===== config.mk =====
export PLATFORM = sky130hd
export DESIGN_NAME = reimu_hit_detect
export DESIGN_NICKNAME = d
export VERILOG_FILES = /design/src/rtl/reimu_hit_detect.sv
export SDC_FILE = /design/constraint.sdc
export NUM_CORES = 1
export LEC_CHECK = 0
export CORE_UTILIZATION = 57
export CTS_BUF_LIST = sky130_fd_sc_hd__clkbuf_8
export DETAILED_ROUTE_END_ITERATION = 12
export PLACE_DENSITY = 0.85
export SYNTH_ARGS = -nofsm -noshare
export SYNTH_HDL_FRONTEND = slang
export SYNTH_SLANG_ARGS = --single-unit

===== constraint.sdc =====
create_clock -name clk_22 -period 3.7 [get_ports clk_22]
set_input_delay 0.925 -clock clk_22 [delete_from_list [all_inputs] [get_ports clk_22]]
set_output_delay 0.925 -clock clk_22 [all_outputs]
set_load 0.01 [all_outputs]

===== src/rtl/reimu_hit_detect.sv =====
// reimu_hit_detect: once per frame, serially scans the enemy-bullet table against Reimu's square hitbox.
// Optional feature macro HIT_CLEAR_EN: emit a bullet_clr retire pulse alongside each reported hit.
module reimu_hit_detect #(
    parameter int N_BULLET    = 16,
    parameter int IDX_W       = 4,
    parameter int HIT_R       = 4,
    parameter int COOLDOWN_FR = 4
) (
    input  logic             clk_22,
    input  logic             rst_n,
    input  logic             gamestart,
    input  logic             frame_tick,
    input  logic [9:0]       reimu_x,
    input  logic [9:0]       reimu_y,
    input  logic             reimu_vuln,
    output logic [IDX_W-1:0] bullet_idx,
    input  logic             bullet_valid,
    input  logic [9:0]       bullet_x,
    input  logic [9:0]       bullet_y,
    output logic             busy,
    output logic             shot,
    output logic [IDX_W-1:0] hit_idx,
    output logic             bullet_clr
);
    localparam int               CD_W     = (COOLDOWN_FR > 0) ? $clog2(COOLDOWN_FR + 1) : 1;
    localparam logic [IDX_W-1:0] LAST_IDX = IDX_W'(N_BULLET - 1);
    localparam logic [CD_W-1:0]  CD_LOAD  = CD_W'(COOLDOWN_FR);
    localparam logic [10:0]      HIT_R_W  = 11'(HIT_R);

    typedef enum logic [1:0] {IDLE, SCAN, DRAIN, REPORT} state_t;

    state_t           state_q;
    logic [9:0]       rx_q, ry_q;
    logic             vuln_q;
    logic             hit_found_q;
    logic [IDX_W-1:0] hit_k_q;
    logic             rd_vld_q;
    logic [IDX_W-1:0] rd_k_q;
    logic [CD_W-1:0]  cooldown_q;
    logic [IDX_W-1:0] bullet_idx_q, hit_idx_q;
    logic             busy_q, shot_q;

    logic signed [10:0] dx_d, dy_d;
    logic [10:0]        adx_d, ady_d;
    logic               hit_now_d, found_d, report_d;
    logic [IDX_W-1:0]   found_k_d;
    logic [CD_W-1:0]    cd_dec_d;

    // 11-bit signed differences so bullets near 0/1023 never alias across the screen edge
    always_comb begin
        dx_d      = $signed({1'b0, bullet_x}) - $signed({1'b0, rx_q});
        dy_d      = $signed({1'b0, bullet_y}) - $signed({1'b0, ry_q});
        adx_d     = dx_d[10] ? $unsigned(-dx_d) : $unsigned(dx_d);
        ady_d     = dy_d[10] ? $unsigned(-dy_d) : $unsigned(dy_d);
        hit_now_d = rd_vld_q && bullet_valid && (adx_d <= HIT_R_W) && (ady_d <= HIT_R_W);
        found_d   = hit_found_q || hit_now_d;
        found_k_d = hit_found_q ? hit_k_q : rd_k_q;
        report_d  = found_d && vuln_q && (cooldown_q == '0);
        cd_dec_d  = (cooldown_q != '0) ? cooldown_q - 1'b1 : '0;
    end

    always_ff @(posedge clk_22 or negedge rst_n) begin
        if (!rst_n) begin
            state_q      <= IDLE;
            rx_q         <= '0;
            ry_q         <= '0;
            vuln_q       <= 1'b0;
            hit_found_q  <= 1'b0;
            hit_k_q      <= '0;
            rd_vld_q     <= 1'b0;
            rd_k_q       <= '0;
            cooldown_q   <= '0;
            bullet_idx_q <= '0;
            hit_idx_q    <= '0;
            busy_q       <= 1'b0;
            shot_q       <= 1'b0;
        end else if (gamestart) begin
            state_q      <= IDLE;
            hit_found_q  <= 1'b0;
            hit_k_q      <= '0;
            rd_vld_q     <= 1'b0;
            rd_k_q       <= '0;
            cooldown_q   <= '0;
            bullet_idx_q <= '0;
            hit_idx_q    <= '0;
            busy_q       <= 1'b0;
            shot_q       <= 1'b0;
        end else begin
            shot_q   <= 1'b0;
            rd_vld_q <= (state_q == SCAN);
            rd_k_q   <= bullet_idx_q;
            if (hit_now_d && !hit_found_q) begin
                hit_found_q <= 1'b1;
                hit_k_q     <= rd_k_q;
            end
            case (state_q)
                IDLE: begin
                    if (frame_tick) begin
                        rx_q         <= reimu_x;
                        ry_q         <= reimu_y;
                        vuln_q       <= reimu_vuln;
                        hit_found_q  <= 1'b0;
                        bullet_idx_q <= '0;
                        busy_q       <= 1'b1;
                        state_q      <= SCAN;
                    end
                end
                SCAN: begin
                    if (bullet_idx_q == LAST_IDX) begin
                        bullet_idx_q <= '0;
                        state_q      <= DRAIN;
                    end else begin
                        bullet_idx_q <= bullet_idx_q + 1'b1;
                    end
                end
                DRAIN: begin
                    // last bullet's data arrives this cycle, so the decision folds it in directly
                    shot_q  <= report_d;
                    state_q <= REPORT;
                    if (report_d) begin
                        cooldown_q <= CD_LOAD;
                        hit_idx_q  <= found_k_d;
                    end else begin
                        cooldown_q <= cd_dec_d;
                    end
                end
                REPORT: begin
                    busy_q  <= 1'b0;
                    state_q <= IDLE;
                end
                default: state_q <= IDLE;
            endcase
        end
    end

`ifdef HIT_CLEAR_EN
    logic clr_q;
    always_ff @(posedge clk_22 or negedge rst_n) begin
        if (!rst_n) begin
            clr_q <= 1'b0;
        end else if (gamestart) begin
            clr_q <= 1'b0;
        end else begin
            clr_q <= (state_q == DRAIN) && report_d;
        end
    end
    assign bullet_clr = clr_q;
`else
    assign bullet_clr = 1'b0;
`endif

    assign bullet_idx = bullet_idx_q;
    assign busy       = busy_q;
    assign shot       = shot_q;
    assign hit_idx    = hit_idx_q;

endmodule


==> results.json, run 1 <==
{
  "drc": 0,
  "postSynthAreaPerCell_sq_um": 8.968,
  "synth_edf_count": 0,
  "p_total_mw": 5.149,
  "hold_depth": 1,
  "clock_latency_ps": 320,
  "slowest_stage": "or4_4",
  "ant_nets": 0,
  "dp_hpwl_microns": 7873,
  "start_kind": "input port",
  "finalSetupViolCount": 11,
  "clkPwrFrac_pct": 6.8,
  "io-pin-count": 57,
  "routedWlPerCell_microns": 22.66,
  "synth_compound_area_share_pct": 22.23,
  "netlist_area_sq_um": 3794,
  "power_density_nw_per_um2": 914.8,
  "cp-end-kind": "flop",
  "antenna_found_initial": 0,
  "final_common_cell": "buf_4",
  "synth_top_family_by_area": "compound AO/OA/AOI/OAI gates",
  "r2r_start": "rx_q[0]",
  "met1_length_microns": 5648,
  "clk_pin_slew_ps": 110,
  "fp-row-count": 29,
  "hold_start": "rx_q[6]",
  "synth_seq_cells": 46,
  "worst_pin_slew_ps": 1092,
  "port_buffers": 55,
  "first_pass_iters": 5,
  "placed_area_sq_um": 4982,
  "grt_pass1_wl_microns": 19480,
  "cap_violations": 0,
  "syn-instance-count": 423,
  "first_iter_violations": 453,
  "yosys_warnings": 0,
  "synthDistinctLibCells": 74,
  "min_path_type": "reg2reg",
  "route.vias.total": 4236,
  "cts_buffer_depth": 2,
  "cts_sinks": 46,
  "areaGrowthSynthToFinish_pct": 48.35,
  "synth_ff_type": "dfrtp_1",
  "max_freq_mhz": 247.5,
  "yosysTopAreaCell": "dfrtp_1",
  "layout.nets": 631,
  "comb_power_share_pct": 78.6,
  "core_sq_um": 6386,
  "fin_util_pct": 88.13,
  "hold_path_end": "rx_q[6]",
  "syn_nets": 497,
  "synth_top_cell_area_share_pct": 30.34,
  "run_status": "finished with violations",
  "synthMuxAreaShare_pct": 9.400,
  "yosysSeqAreaShare_pct": 30.34,
  "dieHeight_microns": 83.58,
  "grt_pass1_vias": 4147,
  "diodes": 0,
  "synth-xor-area-share_pct": 2.770,
  "track_usage_pct": 34.73,
  "cp_cell_sequence": "clkdlybuf4s15_1 -> fa_2 -> a211oi_4 -> o21ai_2 -> a221oi_2 -> xnor2_1 -> nor4_2 -> o221ai_1 -> or4_4 -> nor3_4 -> mux2i_1",
  "clock-root-buffer": "clkbuf_8",
  "rr_endpoint": "hit_k_q[0]",
  "synth_fa_ha_area_share_pct": 9.631,
  "p_seq_share_pct": 14.5,
  "slew_viol_final": 0,
  "cts_tree": "built",
  "layout_setup_ws_ps": -339.8,
  "fin_area_sq_um": 5628,
  "skew_ps": 11.46,
  "routed_wl_microns": 14390,
  "swShare_pct": 47.58,
  "place_congestion": 0.9261,
  "ff2ff_path_depth": 12,
  "critPathArrivalTime_ps": 4270,
  "rsz0062_at_grt": "true",
  "critical_path.max_stage_delay_ps": 590,
  "rrSetupSlack_ps": -10,
  "dr_wl_met3_microns": 1219,
  "die_area_sq_um": 6986,
  "violations": "setup timing",
  "wl_met2_microns": 6792,
  "gr-total-overflow": 0,
  "intPower_mw": 2.699,
  "p_switching_mw": 2.450,
  "ir_drop_mv": 0.6473,
  "max-slew-margin-rel_pct": 27.22,
  "drive_gt1_share_pct": 36.56,
  "required_ps": 3930,
  "h-tree-depth": 2,
  "period_share_pct": 109.2,
  "postCtsHoldBufs": 0,
  "numCtsBuffers": 5,
  "hold_violations": 0,
  "grt_max_degree": 47,
  "synth-simple-area-share_pct": 19.56,
  "async_flop_share_pct": 100.0,
  "die_x_microns": 83.58,
  "via_per_inst": 6.671,
  "ys_top_cells_by_area": "dfrtp_1, ha_1, mux2_2",
  "crit_type": "in2reg",
  "period_minus_slack_ps": 4040,
  "cp_max_fo": 4,
  "most-common-layout-cells": "buf_4, dfrtp_1, clkdlybuf4s50_1",
  "initial_utilization_pct": 59.40,
  "p_leak_nw": 2.483,
  "maxUsedRoutingLayer": "met4",
  "place_ws_ps": -871.4
}
## power by group through the flow
stage	combinational (mW)	sequential (mW)	clock (mW)
2_1_floorplan	1.99	0.721	0
3_3_place_gp	2.90	0.732	0
3_5_place_dp	3.01	0.744	0
4_1_cts	3.42	0.736	0.347
5_1_grt	4.24	0.761	0.370
6_report	4.05	0.749	0.352
## kinds of logic after synthesis
family | after synthesis
adders and majority gates | 28
and+or+nand+nor | 138
AOI/OAI and AO/OA | 114
DFF | 46
other | 1
buffers and inverters | 51
xor gates and xnor gates | 12
muxes | 33
## routing by layer
layer | GRT usage (%) | up-vias
met3 | 6.231 | 90
met4 | 14.79 | 0
met5 | 0 | -
li1 | - | 1818
met2 | 59.20 | 289
met1 | 43.15 | 2039
## worst max-delay path by stage
stage	from	endpoint	slack, ps	cells after the start
2_1_floorplan	bullet_y[0]	hit_k_q[0]	-40	14
3_3_place_gp	bullet_y[0]	hit_k_q[2]	-750	14
3_5_place_dp	bullet_y[0]	hit_k_q[0]	-870	14
4_1_cts	bullet_x[4]	hit_k_q[0]	-50	11
5_1_grt	bullet_x[5]	hit_k_q[0]	-410	12
6_report	bullet_x[1]	hit_k_q[0]	-340	11
## stage by stage
stage	hold slack, ps	instances	TNS (ps)
5_1_grt	536.8	635	-3680
6_report	518.8	635	-3028
3_5_place_dp	494.3	607	-8926
4_1_cts	517.4	629	-160.9
3_3_place_gp	489.1	607	-7826
2_1_floorplan	478.9	423	-173.3
## Yosys cell counts, types with 6 or more instances
cell type	count
a211oi_1	6
mux2_2	21
dfrtp_1	46
nand2_1	32
nor2_1	31
xnor2_1	9
a32oi_1	6
nand2b_1	11
clkbuf_1	9
o22ai_1	6
a21o_1	7
a21oi_1	18
nand3_1	11
ha_1	26
nor3_1	6
mux2i_1	12
inv_1	33
o21ai_0	19
nor2b_1	9
## worst max-delay path: cells and delay by family
family / cells / cell delay, ps
adders and majority gates: 1 / 460
xor gates and xnor gates: 1 / 170
buffers and inverters: 1 / 230
and+or+nand+nor: 3 / 1250
muxes: 1 / 260
AOI/OAI and AO/OA: 4 / 970
## repair_timing
item	in CTS	in global routing
pin swaps	37	30
endpoints found under the setup margin	11	11
setup buffers	13	6
cloned	1	0
resized for setup	69	34
## state kept, by name (all words and copies together), names as in the netlist
signal / flops
bullet_idx: 4
busy: 1
cooldown_q: 3
hit_found_q: 1
hit_idx: 4
hit_k_q: 4
rd_k_q: 4
rd_vld_q: 1
rx_q: 10
ry_q: 10
shot: 1
state_q: 2
vuln_q: 1
## area by class of cell
cell class                      instances  area (sq um)
Sequential cell                        46          1151
Multi-Input combinational cell        326          2904
Inverter                               35         146.4
Fill cell                             292         758.2
Clock inverter                          3         22.52
Clock buffer                            5         68.82
Timing Repair Buffer                  143          1239
Tap cell                               77         96.34
No activity file was read; power rests on OpenSTA's default activity.
==> run 2, diff against run 1 <==
CORE_UTILIZATION = 50   (was 57)
PLACE_DENSITY = 0.77   (was 0.85)
==> results.json, run 2 (synthesis results as in run 1) <==
{
  "run_status": "finished with violations",
  "violations": "setup timing",
  "diodes": 0,
  "cts_buffer_depth": 2,
  "h-tree-depth": 2,
  "first_iter_violations": 253,
  "clk_pin_slew_ps": 110,
  "numCtsBuffers": 5,
  "slew_viol_final": 0,
  "ir_drop_mv": 0.3401,
  "p_total_mw": 4.910,
  "grt_pass1_wl_microns": 17360,
  "dieHeight_microns": 89.11,
  "postCtsHoldBufs": 0,
  "initial_utilization_pct": 52.02,
  "areaGrowthSynthToFinish_pct": 47.00,
  "gr-total-overflow": 0,
  "critical_path.max_stage_delay_ps": 570,
  "antenna_found_initial": 0,
  "drc": 0,
  "place_congestion": 0.9012,
  "first_pass_iters": 5,
  "slowest_stage": "or4_4",
  "critPathArrivalTime_ps": 4180,
  "max-slew-margin-rel_pct": 28.68,
  "io-pin-count": 57,
  "routedWlPerCell_microns": 18.29,
  "period_minus_slack_ps": 3931,
  "core_sq_um": 7292,
  "crit_type": "in2reg",
  "period_share_pct": 106.2,
  "final_common_cell": "buf_4",
  "port_buffers": 55,
  "most-common-layout-cells": "buf_4, dfrtp_1, clkdlybuf4s50_1",
  "clock-root-buffer": "clkbuf_8",
  "clock_latency_ps": 310,
  "die_x_microns": 89.11,
  "layout_setup_ws_ps": -230.9,
  "cts_sinks": 46,
  "finalSetupViolCount": 11,
  "skew_ps": 14.88,
  "cap_violations": 0,
  "p_leak_nw": 2.440,
  "grt_pass1_vias": 3651,
  "rsz0062_at_grt": "true",
  "power_density_nw_per_um2": 880.5,
  "cp-end-kind": "flop",
  "max_freq_mhz": 254.4,
  "cts_tree": "built",
  "grt_max_degree": 47,
  "die_area_sq_um": 7940,
  "dp_hpwl_microns": 7392,
  "track_usage_pct": 28.21,
  "whs_ps": 510.8,
  "route.vias.total": 3904,
  "drive_gt1_share_pct": 33.82,
  "hold_violations": 0,
  "routed_wl_microns": 11920,
  "min_path_type": "reg2reg",
  "ant_nets": 0,
  "cp_cell_sequence": "buf_8 -> inv_12 -> ha_4 -> inv_2 -> fa_2 -> buf_12 -> xnor2_4 -> buf_6 -> nand3b_1 -> nor3b_4 -> nand2_1 -> a211o_1 -> or4_4 -> buf_6 -> nor4b_4 -> nand3b_1",
  "fp-row-count": 31,
  "cp_max_fo": 5,
  "worst_pin_slew_ps": 1070,
  "place_ws_ps": -871.6,
  "fillers": 483,
  "via_per_inst": 5.988,
  "top_regs": "rx_q: 10 flops, ry_q: 10 flops",
  "start_kind": "input port",
  "layout.nets": 626,
  "required_ps": 3950
}
==> run 2: cell types whose count changed in the layout (fill, tap and decap cells not counted), sizes merged <==
cell / previous run / this run
buf: 92 / 86
bufinv: 0 / 1
clkdlybuf4s50: 40 / 46
clkdlybuf4s15: 3 / 0
dlygate4sd2: 4 / 6
dlymetal6s2s: 4 / 0
inv: 37 / 36
==> run 2: per-layer routing <==
layer	vias up	track usage [%]	part of all wire (%)
met1	1890	37.72	43
met5	-	0	0
met2	167	46.84	49
met3	36	4.709	4.9
met4	0	8.802	3.1
li1	1811	-	-
==> run 2: report_power, final <==
group / total [mW] / internal (mW) / switching (mW)
sequential: 0.741 / 0.646 / 0.0948
clock: 0.405 / 0.203 / 0.202
combinational: 3.76 / 1.84 / 1.92
total: 4.91 / 2.69 / 2.22
==> run 2: final timing paths <==
kind	slack, ps	to	startpoint	cells past startpoint
worst max register to register	110	hit_idx[1]	ry_q[0]	14
min in group asynchronous	800	ry_q[9]	rst_n	1
worst max-delay path	-230	hit_idx[1]	bullet_y[0]	16
max in group asynchronous	2240	rx_q[3]	rst_n	1
worst min register to register	510	ry_q[1]	ry_q[1]	1
worst min-delay path	510	ry_q[1]	ry_q[1]	1
==> run 2: what timing repair did <==
action,in CTS,in global routing
hold endpoints to repair,0,0
gates resized for setup,55,18
endpoints found under the setup margin,11,11
pin swaps,30,16
setup buffers,13,9
==> run 2: per-stage QoR <==
step                      cell area [sq um]  util [%]  TNS [ps]  std cells
after floorplan                        3930         -    -173.3        423
after global placement                 4972     68.19     -7864        624
after detailed placement               4972     68.19     -8951        624
after CTS                              5399     74.04    -669.8        644
after global routing                   5577     76.48     -2690        652
final                                  5577     76.48     -1862        652
==> run 2: cell type report <==
type,count,area [sq um],area share (%)
well taps,99,123.9,2.221
flip-flops and latches,46,1151,20.64
repair buffers,138,1189,21.31
clock buffers,5,68.82,1.234
clock inverters,3,43.79,0.7853
multi-input cells,326,2856,51.22
inverters,35,143.9,2.580
==> run 2: critical path: cells and delay by family <==
family                   cells  cell delay, ps
XOR/XNOR                     1             170
buffers and inverters        6             640
AO/OA/AOI/OAI                1             290
AND/OR/NAND/NOR              6            1620
adder cells (fa/ha/maj)      2             530
==> run 3, diff against run 2 <==
ABC_AREA = 1   (was default)
==> results.json, run 3 <==
{
  "cts_buffer_depth": 2,
  "yosys_warnings": 0,
  "min_path_type": "reg2reg",
  "synth_common_cells": "nand2_1, inv_1, nor2_1, nand3_1, dfrtp_1",
  "die_x_microns": 89.32,
  "ff2ff_path_depth": 19,
  "ys_top_cells_by_area": "dfrtp_1, nand2_1, ha_1",
  "place_congestion": 0.8812,
  "numCtsBuffers": 5,
  "max_freq_mhz": 288.9,
  "postSynthAreaPerCell_sq_um": 6.653,
  "p_leak_nw": 2.440,
  "core_sq_um": 7331,
  "p_total_mw": 3.554,
  "hold_path_end": "busy",
  "antenna_found_initial": 0,
  "grt.met2_usage_pct": 41.08,
  "fin_area_sq_um": 4606,
  "synthDistinctLibCells": 34,
  "hold_start": "busy",
  "synth_edf_count": 0,
  "yosysSeqAreaShare_pct": 30.19,
  "skew_ps": 6.819,
  "layout.nets": 708,
  "cts_tree": "built",
  "dp_cells": 726,
  "place_ws_ps": -91.58,
  "placed_area_sq_um": 4486,
  "dp_hpwl_microns": 6922,
  "busiest_layer": "met2",
  "clock-root-buffer": "clkbuf_8",
  "synth.most_common_cell": "nand2_1",
  "ir_drop_mv": 0.3835,
  "drive_gt1_share_pct": 9.134,
  "period_share_pct": 93.57,
  "grt_pass1_wl_microns": 14750,
  "postCtsSetupBuffers": 0,
  "startpoint": "bullet_y[0]",
  "fp-row-count": 31,
  "r2r_start": "ry_q[0]",
  "syn_nets": 647,
  "diodes": 0,
  "hold_violations": 0,
  "worst_pin_slew_ps": 1023,
  "fillers": 658,
  "top_regs": "rx_q: 10 flops, ry_q: 10 flops",
  "clock_latency_ps": 300,
  "clk_pin_slew_ps": 90,
  "most-common-layout-cells": "nand2_1, inv_1, nor2_1",
  "synth_ff_type": "dfrtp_1",
  "power_density_nw_per_um2": 771.6,
  "setup_tns_ps": 0,
  "run_status": "finished, final reports clean",
  "final_common_cell": "nand2_1",
  "cp-end-kind": "flop",
  "postCtsHoldBufs": 0,
  "die_area_sq_um": 7978,
  "routedWlPerCell_microns": 11.75,
  "finalSetupViolCount": 0,
  "first_pass_iters": 4,
  "rsz0062_at_grt": "false",
  "grt_pass1_vias": 3510,
  "rr_endpoint": "hit_idx[1]",
  "h-tree-depth": 2,
  "initial_utilization_pct": 52.01,
  "cts_sinks": 46,
  "whs_ps": 509.5,
  "hold_depth": 2,
  "yosysTopAreaCell": "dfrtp_1",
  "route.vias.total": 3713,
  "dieHeight_microns": 89.32,
  "via_per_inst": 5.059,
  "io-pin-count": 57,
  "synth_top_cell_area_share_pct": 30.19,
  "first_iter_violations": 176,
  "gr-total-overflow": 0,
  "max-slew-margin-rel_pct": 31.78,
  "required_ps": 3940,
  "rrSetupSlack_ps": 940,
  "layout_setup_ws_ps": 238.0,
  "fin_util_pct": 62.83,
  "start_kind": "input port",
  "ant_nets": 0,
  "netlist_area_sq_um": 3812,
  "port_buffers": 55,
  "cp_max_fo": 6,
  "met1_usage_pct": 29.99,
  "async_flop_share_pct": 100.0,
  "grt_max_degree": 47,
  "cap_violations": 0,
  "crit_type": "in2reg",
  "routed_wl_microns": 8621,
  "critPathArrivalTime_ps": 3700,
  "slew_viol_final": 0,
  "track_usage_pct": 23.42,
  "stdcell_count": 734,
  "syn-instance-count": 573,
  "grt_use_met3_pct": 3.878,
  "synth_seq_cells": 46,
  "areaGrowthSynthToFinish_pct": 20.81,
  "period_minus_slack_ps": 3462,
  "drc": 0
}
## run 3: cell types whose count changed after synthesis, moves of 10 or more
cell,delta
nand2_1,+135
mux2_2,-18
mux2i_1,-12
nand2b_1,-11
nand2_2,+10
a21oi_1,+19
nand3_1,+44
nor2_1,+30
inv_1,+53
## run 3: repair_timing
| action | 4_1_cts | 5_1_grt |
|---|---|---|
| hold endpoints to repair | 0 | 0 |
| setup endpoints to repair | 0 | 3 |
| resized for setup | 0 | 1 |
## run 3: power breakdown
part / switching (mW) / internal [mW]
combinational: 1.55 / 0.898
sequential: 0.0646 / 0.658
clock: 0.182 / 0.203
## run 3: cell families (layout without fill, tap and decap cells)
kind of cell | Yosys count | in the layout | share of synthesized area [%]
buffers and inverters | 101 | 163 | 10.73
other | 1 | 1 | 0.09836
muxes | 3 | 3 | 0.8861
adders and majority gates | 28 | 28 | 9.583
AOI/OAI and AO/OA | 63 | 63 | 9.190
xor gates and xnor gates | 6 | 6 | 1.378
DFF | 46 | 46 | 30.19
and+or+nand+nor | 325 | 325 | 37.94
## run 3: layer usage
metal / up-vias / share of wire [%]
met2: 62 / 48
met5: - / 0
li1: 1935 / -
met3: 4 / 3.1
met4: 0 / 0.52
met1: 1712 / 49
## run 3: worst max-delay path by stage
stage / end / slack (ps) / depth (start not counted)
after global routing: hit_idx[3] / 3 / 22
after detailed placement: hit_k_q[0] / -90 / 18
after floorplan: hit_idx[0] / 550 / 19
final: hit_idx[1] / 240 / 21
after global placement: hit_idx[0] / -5 / 20
after CTS: hit_idx[1] / 230 / 21
## run 3: final cells by class
| class | instances | area [sq um] | area share, % |
|---|---|---|---|
| multi-input cells | 426 | 2260 | 49.06 |
| repair buffers | 65 | 620.6 | 13.47 |
| well taps | 99 | 123.9 | 2.689 |
| clock buffers | 5 | 68.82 | 1.494 |
| clock inverters | 3 | 43.79 | 0.9508 |
| inverters | 90 | 337.8 | 7.335 |
| flip-flops and latches | 46 | 1151 | 24.99 |
## run 3: worst max-delay path: stages
cell and delay, ps:
clkdlybuf4s50_1 390, inv_1 60, ha_1 140, inv_1 60
fa_1 460, xnor2_2 210, nand2_1 60, nor2_1 130
nand2_1 80, nor2_2 100, nand3_1 100, nand2_2 100
xor2_1 150, nand2_1 100, nor2_4 150, nand3_4 100
nand2_4 80, nand3_4 100, nand2_4 90, nand2_1 60
nand2_1 60
